### config.mk
export PLATFORM = sky130hd
export DESIGN_NAME = serial_accumulator
export DESIGN_NICKNAME = d
export VERILOG_FILES = /design/src/rtl/acc_pkg.sv /design/src/rtl/acc_serial_alu.sv /design/src/rtl/serial_accumulator.sv
export SDC_FILE = /design/constraint.sdc
export NUM_CORES = 1
export LEC_CHECK = 0
export ABC_CLOCK_PERIOD_IN_PS = 3800
export CAP_MARGIN = 20
export CORE_MARGIN = 2
export CORE_UTILIZATION = 55
export CTS_CLUSTER_DIAMETER = 200
export DETAILED_ROUTE_END_ITERATION = 10
export DONT_BUFFER_PORTS = 1
export PLACE_DENSITY = 0.76
export RECOVER_POWER = 25
export SLEW_MARGIN = 20
export SYNTH_ARGS = -nofsm -noshare
export SYNTH_HDL_FRONTEND = slang
export SYNTH_SLANG_ARGS = --single-unit
### constraint.sdc
create_clock -name w_CLK -period 3.8 [get_ports w_CLK]
set_input_delay 1.14 -clock w_CLK [delete_from_list [all_inputs] [get_ports w_CLK]]
set_output_delay 1.14 -clock w_CLK [all_outputs]
set_load 0.005 [all_outputs]
### src/rtl/acc_pkg.sv
// Shared definitions for the bit-serial accumulator: operation encodings
// and sizing helpers used by the top level and the serial ALU.
package acc_pkg;

  // Beat operation, sampled once at digit 0.
  typedef enum logic [1:0] {
    OP_NOP = 2'b00,
    OP_LDN = 2'b01,
    OP_SUB = 2'b10,
    OP_ADD = 2'b11
  } op_t;

  // Width of the digit counter covering data digits plus flyback digits.
  function automatic int digit_width(input int word_bits, input int flyback_time);
    return $clog2(word_bits + flyback_time);
  endfunction

  // Carry seed at beat start: subtraction-style ops add the +1 of the two's complement.
  function automatic logic carry_init(input op_t op);
    logic c;
    case (op)
      OP_SUB:  c = 1'b1;
      OP_LDN:  c = 1'b1;
      OP_ADD:  c = 1'b0;
      OP_NOP:  c = 1'b0;
      default: c = 1'b0;
    endcase
    return c;
  endfunction

endpackage

### src/rtl/acc_serial_alu.sv
// One-digit serial full adder with operand select/inversion and the carry
// register that links successive digits of a beat.
module acc_serial_alu
  import acc_pkg::*;
(
  input  logic clk,
  input  logic rst_n,
  input  logic beat_start,
  input  logic data_digit,
  input  op_t  op,
  input  logic a_bit,
  input  logic s_bit,
  output logic sum,
  output logic carry_in,
  output logic carry_out
);

  logic carry_r;
  logic a_sel_s;
  logic s_sel_s;
  logic [1:0] total_s;

  // Digit 0 starts from the op's carry seed; later digits use the stored carry.
  always_comb begin
    if (beat_start) begin
      carry_in = carry_init(op);
    end else begin
      carry_in = carry_r;
    end
  end

  // LDN ignores the accumulator; only ADD uses the operand uninverted.
  always_comb begin
    a_sel_s = a_bit;
    s_sel_s = ~s_bit;
    case (op)
      OP_LDN: begin
        a_sel_s = 1'b0;
        s_sel_s = ~s_bit;
      end
      OP_SUB: begin
        a_sel_s = a_bit;
        s_sel_s = ~s_bit;
      end
      OP_ADD: begin
        a_sel_s = a_bit;
        s_sel_s = s_bit;
      end
      default: begin
        a_sel_s = a_bit;
        s_sel_s = ~s_bit;
      end
    endcase
  end

  // Full add of the selected operands and incoming carry.
  always_comb begin
    total_s   = {1'b0, a_sel_s} + {1'b0, s_sel_s} + {1'b0, carry_in};
    sum       = total_s[0];
    carry_out = total_s[1];
  end

  // Carry advances only on data digits; flyback leaves it untouched.
  always_ff @(posedge clk or negedge rst_n) begin
    if (!rst_n) begin
      carry_r <= 1'b0;
    end else if (data_digit) begin
      carry_r <= carry_out;
    end else begin
      carry_r <= carry_r;
    end
  end

endmodule

### src/rtl/serial_accumulator.sv
// Bit-serial accumulator: one word combined LSB-first with a serial store
// operand once per beat; the result is committed atomically at the end of
// the data digits so the visible accumulator never holds a partial word.
module serial_accumulator
  import acc_pkg::*;
#(
  parameter int WORD_BITS    = 32,
  parameter int FLYBACK_TIME = 4,
  localparam int DIGIT_W     = digit_width(WORD_BITS, FLYBACK_TIME)
) (
  input  logic                 w_CLK,
  input  logic                 w_RST_N,
  input  logic                 w_S_DATA_IN,
  input  logic [1:0]           b_OP,
  input  logic                 w_OP_VALID,
  output logic                 w_A_DATA_OUT,
  output logic [WORD_BITS-1:0] b_A_PAR,
  output logic                 w_A_NEG,
  output logic                 w_A_IS_ZERO,
  output logic                 w_OVF,
  output logic [DIGIT_W-1:0]   b_DIGIT,
  output logic                 w_BEAT_START,
  output logic                 w_COMMIT
);

  localparam logic [DIGIT_W-1:0] LAST_DATA  = DIGIT_W'(WORD_BITS - 1);
  localparam logic [DIGIT_W-1:0] LAST_DIGIT = DIGIT_W'(WORD_BITS + FLYBACK_TIME - 1);

  logic [DIGIT_W-1:0]   digit_r;
  op_t                  op_r;
  logic [WORD_BITS-2:0] shadow_r;
  logic [WORD_BITS-1:0] acc_r;
  logic                 ovf_r;
  logic                 commit_r;

  logic beat_start_s;
  logic data_digit_s;
  logic last_data_s;
  op_t  op_in_s;
  op_t  cur_op_s;
  logic acc_bit_s;
  logic sum_s;
  logic carry_in_s;
  logic carry_out_s;
  logic write_s;
  logic commit_s;

  // Beat phase decode and the op in force for the current digit.
  always_comb begin
    beat_start_s = (digit_r == {DIGIT_W{1'b0}});
    data_digit_s = (digit_r <= LAST_DATA);
    last_data_s  = (digit_r == LAST_DATA);
    if (w_OP_VALID) begin
      op_in_s = op_t'(b_OP);
    end else begin
      op_in_s = OP_NOP;
    end
    if (beat_start_s) begin
      cur_op_s = op_in_s;
    end else begin
      cur_op_s = op_r;
    end
    write_s  = data_digit_s && (cur_op_s != OP_NOP);
    commit_s = last_data_s && (cur_op_s != OP_NOP);
  end

  // Committed accumulator bit at the current digit; zero during flyback.
  always_comb begin
    acc_bit_s = 1'b0;
    for (int i = 0; i < WORD_BITS; i++) begin
      if (digit_r == DIGIT_W'(i)) begin
        acc_bit_s = acc_r[i];
      end else begin
        acc_bit_s = acc_bit_s;
      end
    end
  end

  acc_serial_alu u_alu (
    .clk        (w_CLK),
    .rst_n      (w_RST_N),
    .beat_start (beat_start_s),
    .data_digit (data_digit_s),
    .op         (cur_op_s),
    .a_bit      (acc_bit_s),
    .s_bit      (w_S_DATA_IN),
    .sum        (sum_s),
    .carry_in   (carry_in_s),
    .carry_out  (carry_out_s)
  );

  // Free-running digit counter wrapping at the end of flyback.
  always_ff @(posedge w_CLK or negedge w_RST_N) begin
    if (!w_RST_N) begin
      digit_r <= {DIGIT_W{1'b0}};
    end else if (digit_r == LAST_DIGIT) begin
      digit_r <= {DIGIT_W{1'b0}};
    end else begin
      digit_r <= digit_r + DIGIT_W'(1);
    end
  end

  // Latch the beat's op at digit 0 so later b_OP changes are ignored.
  always_ff @(posedge w_CLK or negedge w_RST_N) begin
    if (!w_RST_N) begin
      op_r <= OP_NOP;
    end else if (beat_start_s) begin
      op_r <= op_in_s;
    end else begin
      op_r <= op_r;
    end
  end

  // Collect sum bits of the lower digits; the MSB goes straight into the commit.
  always_ff @(posedge w_CLK or negedge w_RST_N) begin
    if (!w_RST_N) begin
      shadow_r <= {(WORD_BITS-1){1'b0}};
    end else begin
      for (int i = 0; i < WORD_BITS - 1; i++) begin
        if (write_s && (digit_r == DIGIT_W'(i))) begin
          shadow_r[i] <= sum_s;
        end
      end
    end
  end

  // Atomic commit of the full word and its overflow at the last data digit.
  always_ff @(posedge w_CLK or negedge w_RST_N) begin
    if (!w_RST_N) begin
      acc_r    <= {WORD_BITS{1'b0}};
      ovf_r    <= 1'b0;
      commit_r <= 1'b0;
    end else if (commit_s) begin
      acc_r    <= {sum_s, shadow_r};
      ovf_r    <= carry_in_s ^ carry_out_s;
      commit_r <= 1'b1;
    end else begin
      acc_r    <= acc_r;
      ovf_r    <= ovf_r;
      commit_r <= 1'b0;
    end
  end

  assign w_A_DATA_OUT = acc_bit_s;
  assign b_A_PAR      = acc_r;
  assign w_A_NEG      = acc_r[WORD_BITS-1];
  assign w_A_IS_ZERO  = (acc_r == {WORD_BITS{1'b0}});
  assign w_OVF        = ovf_r;
  assign b_DIGIT      = digit_r;
  assign w_BEAT_START = beat_start_s;
  assign w_COMMIT     = commit_r;

endmodule

==> out/metrics.yaml, run 1 <==
slowest_delay_ps: 500
synth.avg_cell_area_um2: 10.4
path_class: "flop to output port"
antenna_found_initial: 0
synth-xor-area-share: 0.00927
r2r_cells: 9
vdd_drop_max_mv: 0.167
status: "finished clean"
cts_hold_buf: 0
fin_crit_sh: 0.980
avgRoutedWirePerCell_um: 20.5
synthCells: 364
setup_violations: 0
synth-seq-area-share: 0.490
ys_warn_count: 0
dieHeight_um: 86.9
rsz0062_at_grt: "no"
synth_fa_ha_area_frac: 0.0285
critPathBufInv: 1
clk_latency_ps: 360
post-route-min-period_ps: 3720
grt-ovfl-total: 0
yosys-top-cells-count: "dfrtp_1 (74), o21ai_0 (38), o31ai_1 (32)"
worstMarginPinSlew_ps: 716
postCtsSetupRepairBufs: 0
max_freq_mhz: 269
cts_buffer_depth: 2
numCtsBuffers: 9
grt_start_max_net_pins: 75
fin_util: 0.607
viasPerCell: 6.46
endpoint_kind: "output port"
gp_congestion: 0.894
p_leak_nw: 1.74
first_iter_violations: 259
yosysTopAreaCellShare: 0.490
cap_violations: 0
h-tree-depth: 3
drtPass1Iterations: 4
via_count: 2836
syn-cell-area_um2: 3780
path_delay_family: "compound AO/OA/AOI/OAI gates"
cts_resized: 2
ant_nets: 0
cts_sinks: 74
slew_headroom: 0.523
synth_compound_area_frac: 0.184
num_antenna_cells: 0
synth_seq_cells: 74
ys_top_cells_by_area: "dfrtp_1 (49%), mux2_2 (8.3%), o31ai_1 (6.4%), o21ai_0 (5.0%), nand2_1 (3.0%)"
p_per_area_nw_per_um2: 420
start_util: 0.563
r2r_slack_ps: 510
syn_nets: 378
syn2layout_area_growth_pct: 7.85
dp_hpwl_mm: 5.96
root_buffer: "clkbuf_8"
r2r_end: "shadow_r[25]"
numPortBuffers: 0
hold_viol_final: 0
core_area_um2: 6720
synth_top_cell_by_area: "dfrtp_1"
die_area_um2: 7550
routed-wl-met3_um: 575
drc: 0
arrival_ps: 2580
skew_ps: 9.39
grt_pass1_wl_mm: 14.3
synth_edf_count: 0
synthMuxAreaShare: 0.0914
highest_layer: "met4"
crit_chain: "inv_1, ha_4, a221oi_1, o31ai_1, a21oi_1, a211oi_1, o31ai_1"
synth.most_common_cell: "dfrtp_1"
die_width_um: 86.9
drive_gt1_frac: 0.173
grt_pass1_vias: 2717
cp_common_cell: "o31ai_1"
critPathMaxFanout: 20
drt_wl_total_mm: 9.00
slowest_stage: "dfrtp_1"
slew_viol_final: 0
cts_tree: "done"
met2WireLength_mm: 4.28
rows: 30
hp-class: "input port to async pin"
synthSimpleGateAreaFrac: 0.147
async_flop_share: 1.00
grt.total_usage: 0.250
setup_tns_ps: 0
num_io_pins: 50
clk_pin_slew_ps: 80
required_ps: 2660
yosysUniqueCellTypes: 48
synth_top_family_by_area: "compound AO/OA/AOI/OAI gates"
startpoint_type: "flop"
drt-met1-wl_mm: 3.96
fin_nets: 368
synthFlopType: "dfrtp_1"
r2r-start: "b_DIGIT[5]"
[cell type report]
cell class                      instances  area [um^2]
Timing Repair Buffer                    7         65.1
Clock inverter                          6         90.1
Clock buffer                           10          128
Inverter                               13         48.8
Multi-Input combinational cell        249         1790
Fill cell                             543         2640
Tap cell                               80          100
Sequential cell                        74         1850
[report_power, final]
part           switching, mW  total, mW  internal [mW]
clock                  0.300      0.672          0.372
sequential            0.0570      0.910          0.853
combinational         0.0688      0.129         0.0604
total                  0.426       1.71           1.28
[routing by layer]
metal | vias up | global-route usage
li1 | 1318 | -
met1 | 1399 | 0.332
met2 | 104 | 0.393
met3 | 15 | 0.0720
met4 | 0 | 0.0895
met5 | - | 0
[how the worst max path moves through the flow]
stage	slack (ps)	cells past startpoint	end	startpoint
after floorplan	630	14	shadow_r[3]	b_DIGIT[0]
after global placement	320	8	w_A_DATA_OUT	b_DIGIT[1]
after detailed placement	300	8	w_A_DATA_OUT	b_DIGIT[1]
after CTS	30	8	w_A_DATA_OUT	b_DIGIT[0]
after global routing	10	8	w_A_DATA_OUT	b_DIGIT[0]
final	80	7	w_A_DATA_OUT	b_DIGIT[0]
[kinds of logic (layout without fill, tap and decap cells)]
group / count (synthesis) / count (layout)
buffers and inverters: 41 / 36
adders and majority gates: 8 / 8
and+or+nand+nor: 100 / 100
muxes: 31 / 31
xor gates and xnor gates: 4 / 4
DFF: 74 / 74
AOI/OAI and AO/OA: 106 / 106
[cells in the final DEF, fill, tap and decap left out, drive strengths merged, types with 2 or more instances in the layout]
master and n:
o21ai 38, nand2 30, nor2b 8, nand3 8, nand4 2, mux2 28, nor4 8, xnor2 3
nand4bb 4, buf 7, ha 7, and3b 2, clkinv 2, nor3b 4, o21a 2, o211a 2
a2111oi 2, a221oi 2, clkbuf 10, mux2i 3, bufinv 2, a211oi 5, nand2b 6, nand3b 4
o31ai 32, nor2 13, dfrtp 74, a21oi 14, inv 14, o221ai 2, nor3 7
[per-stage QoR]
step	cells	power [mW]	cell area [um^2]	setup slack (ps)	hold WS [ps]
final	439	1.71	4080	77.7	468
after global routing	439	1.77	4080	14.6	445
after CTS	439	1.72	4040	31.5	460
after detailed placement	423	1.05	3810	297	471
after global placement	423	1.04	3810	319	451
after floorplan	364	1.00	3780	625	443
[state kept, by name (all words and copies together) (netlist names)]
register       count
b_A_PAR           32
b_DIGIT            6
op_r               2
shadow_r          31
u_alu.carry_r      1
w_COMMIT           1
w_OVF              1
Power figures use the tool's default switching activity.
==> run 2, diff against run 1 <==
--- a/config.mk
+++ b/config.mk
@@ -5,14 +5,14 @@
 export SDC_FILE = /design/constraint.sdc
 export NUM_CORES = 1
 export LEC_CHECK = 0
-export ABC_CLOCK_PERIOD_IN_PS = 3800
+export ABC_CLOCK_PERIOD_IN_PS = 3020
 export CAP_MARGIN = 20
 export CORE_MARGIN = 2
 export CORE_UTILIZATION = 55
 export CTS_CLUSTER_DIAMETER = 200
 export DETAILED_ROUTE_END_ITERATION = 10
 export DONT_BUFFER_PORTS = 1
-export PLACE_DENSITY = 0.76
+export PLACE_DENSITY = 0.79
 export RECOVER_POWER = 25
 export SLEW_MARGIN = 20
 export SYNTH_ARGS = -nofsm -noshare
==> constraint.sdc (replaced) <==
create_clock -name w_CLK -period 3.02 [get_ports w_CLK]
set_input_delay 0.906 -clock w_CLK [delete_from_list [all_inputs] [get_ports w_CLK]]
set_output_delay 0.906 -clock w_CLK [all_outputs]
set_load 0.005 [all_outputs]
==> run 2 against run 1 <==
The flow now finishes with violations (setup timing). Clock skew hardly changed. Die area unchanged. Critical path depth unchanged. First-iteration DRC count is 46% higher. Final cell count is 8.7% higher. Clock-buffer cell count increased by 3. Hold slack worse by 230 ps. Sequential cell count is the same. Utilization is 4.5 points higher. Register-to-register slack worse by 600 ps. Global-route usage rose by 1.4 points.
==> out/metrics.yaml, run 2 (synthesis results as in run 1) <==
arrival_ps: 2420  # was 2580 ps
grt_start_max_net_pins: 75  # unchanged
viasPerCell: 6.56  # was 6.46
clk_pin_slew_ps: 80  # about the same
required_ps: 2110  # was 2660 ps
numPlacedInstances: 456  # was 423
post-route-min-period_ps: 3320
setup_violations: 25  # was 0
num_io_pins: 50  # unchanged
final_cell_mix: "dfrtp_1 (71), buf_4 (43), o21ai_0 (38)"  # was dfrtp_1 (73), o21ai_0 (38), o31ai_1 (32)
violations: "setup timing"
critPathBufInv: 1  # unchanged
status: "finished, violations left"  # was finished clean
skew_ps: 9.54  # was 9.39 ps
startpoint_type: "flop"  # unchanged
die_area_um2: 7550  # unchanged
grt.total_usage: 0.264  # was 0.250
post-place-ws_ps: -216  # was 297 ps
timing.final.ws_setup_ps: -305  # was 77.7 ps
largest_register_ffs: 32  # unchanged
path_delay_family: "compound AO/OA/AOI/OAI gates"  # unchanged
drive_gt1_frac: 0.280  # was 0.173
worstMarginPinSlew_ps: 708  # was 716 ps
endpoint_kind: "output port"  # unchanged
via_count: 3127  # was 2836
drt_wl_total_mm: 9.66  # was 9.00 mm
max_freq_mhz: 301
p_per_area_nw_per_um2: 469  # was 420 nW/um^2
path_class: "flop to output port"  # unchanged
crit_path_start: "b_DIGIT[5]"  # was b_DIGIT[0]
start_util: 0.563  # unchanged
numCtsBuffers: 9  # unchanged
root_buffer: "clkbuf_8"  # unchanged
vdd_drop_max_mv: 0.209  # was 0.167 mV
fin_cells: 477  # was 439
rows: 30  # unchanged
slowest_stage: "or4b_4"  # was dfrtp_1
hold_viol_final: 0  # unchanged
fin_nets: 406  # was 368
p_leak_nw: 1.93  # was 1.74 nW
antenna_found_initial: 0  # unchanged
ant_nets: 0  # unchanged
grt-ovfl-total: 0  # unchanged
rsz0062_at_grt: "yes"  # was no
dieHeight_um: 86.9  # unchanged
fin_util: 0.652  # was 0.607
final_common_cell: "dfrtp_1"  # unchanged
cap_violations: 0  # unchanged
slew_viol_final: 0  # unchanged
dp_hpwl_mm: 6.42  # was 5.96 mm
hp-class: "input port to async pin"  # unchanged
cts_buffer_depth: 2  # unchanged
cts_sinks: 74  # unchanged
slew_headroom: 0.528  # was 0.523
first_iter_violations: 378  # was 259
drtPass1Iterations: 5  # was 4
fin_crit_sh: 1.10
r2r_slack_ps: -90  # was 510 ps
grt_pass1_vias: 3023  # was 2717
die_width_um: 86.9  # unchanged
avgRoutedWirePerCell_um: 20.3  # was 20.5 um
gp_congestion: 0.950  # was 0.894
numPortBuffers: 0  # unchanged
num_antenna_cells: 0  # unchanged
slowest_delay_ps: 580  # was 500 ps
cts_hold_buf: 0  # unchanged
clk_latency_ps: 350  # was 360 ps
core_area_um2: 6720  # unchanged
r2r-start: "b_DIGIT[1]"  # was b_DIGIT[5]
h-tree-depth: 3  # unchanged
crit_chain: "or4b_4, a211oi_2, a211oi_1, o41ai_2, nand2_1, o31ai_2, buf_4"  # was inv_1, ha_4, a221oi_1, o31ai_1, a21oi_1, a211oi_1, o31ai_1
grt_pass1_wl_mm: 15.4  # was 14.3 mm
syn2layout_area_growth_pct: 15.8  # was 7.85%
drc: 0  # unchanged
cts_tree: "done"  # unchanged
critPathMaxFanout: 10  # was 20
## run 2: final timing paths
kind,cells after the start,to
setup / recovery,7,w_A_DATA_OUT
hold / removal,0,w_COMMIT
setup reg to reg,12,shadow_r[4]
hold reg to reg,2,b_A_PAR[17]
max in group asynchronous,0,b_A_PAR[24]
min in group w_CLK,2,b_A_PAR[17]
## run 2: routing by layer
| metal | part of all wire | vias up | track usage | routed length (um) |
|---|---|---|---|---|
| met1 | 0.41 | 1553 | 0.350 | 3980 |
| met4 | 0.023 | 0 | 0.109 | 225 |
| met2 | 0.48 | 160 | 0.410 | 4670 |
| met5 | 0 | - | 0 | 0 |
| met3 | 0.081 | 25 | 0.0720 | 784 |
| li1 | - | 1389 | - | - |
## run 2: power by group
| group | internal [mW] | switching, mW | leakage, nW |
|---|---|---|---|
| combinational | 0.0807 | 0.0914 | 0.883 |
| sequential | 1.07 | 0.0718 | 0.946 |
| clock | 0.368 | 0.369 | 0.0960 |
| total | 1.52 | 0.532 | 1.93 |
## run 2: stage by stage
| step | hold slack (ps) | TNS, ps | area (um^2) | total power, mW |
|---|---|---|---|---|
| 6_report | 238 | -1160 | 4380 | 2.05 |
| 5_1_grt | 225 | -5480 | 4380 | 2.13 |
| 4_1_cts | 234 | -353 | 4330 | 2.05 |
| 3_5_place_dp | 464 | -5640 | 4060 | 1.32 |
| 3_3_place_gp | 456 | -3640 | 4060 | 1.31 |
| 2_1_floorplan | 443 | -532 | 3780 | 1.26 |
## run 2: what timing repair did
action	in CTS	in global routing
pin swaps	2	5
gates resized for setup	16	7
endpoints found under the setup margin	34	33
buffers inserted	2	3
## run 2: final cells by class
class	count	area (um^2)
fill	496	2340
sequential	74	1860
multi-input combinational	249	1830
timing repair buffer	45	358
clock buffer	13	169
tap	80	100
inverter	13	48.8
clock inverter	3	21.3
## run 2: worst register-to-register path: stages, from the launching register on
cell,delay [ps]
dfrtp_2,470
inv_2,140
ha_4,210
buf_4,130
nand4bb_1,110
a21oi_1,70
o21ai_0,180
o31ai_1,120
a211oi_2,320
a2bb2oi_1,260
fa_1,490
buf_4,220
o31ai_1,280
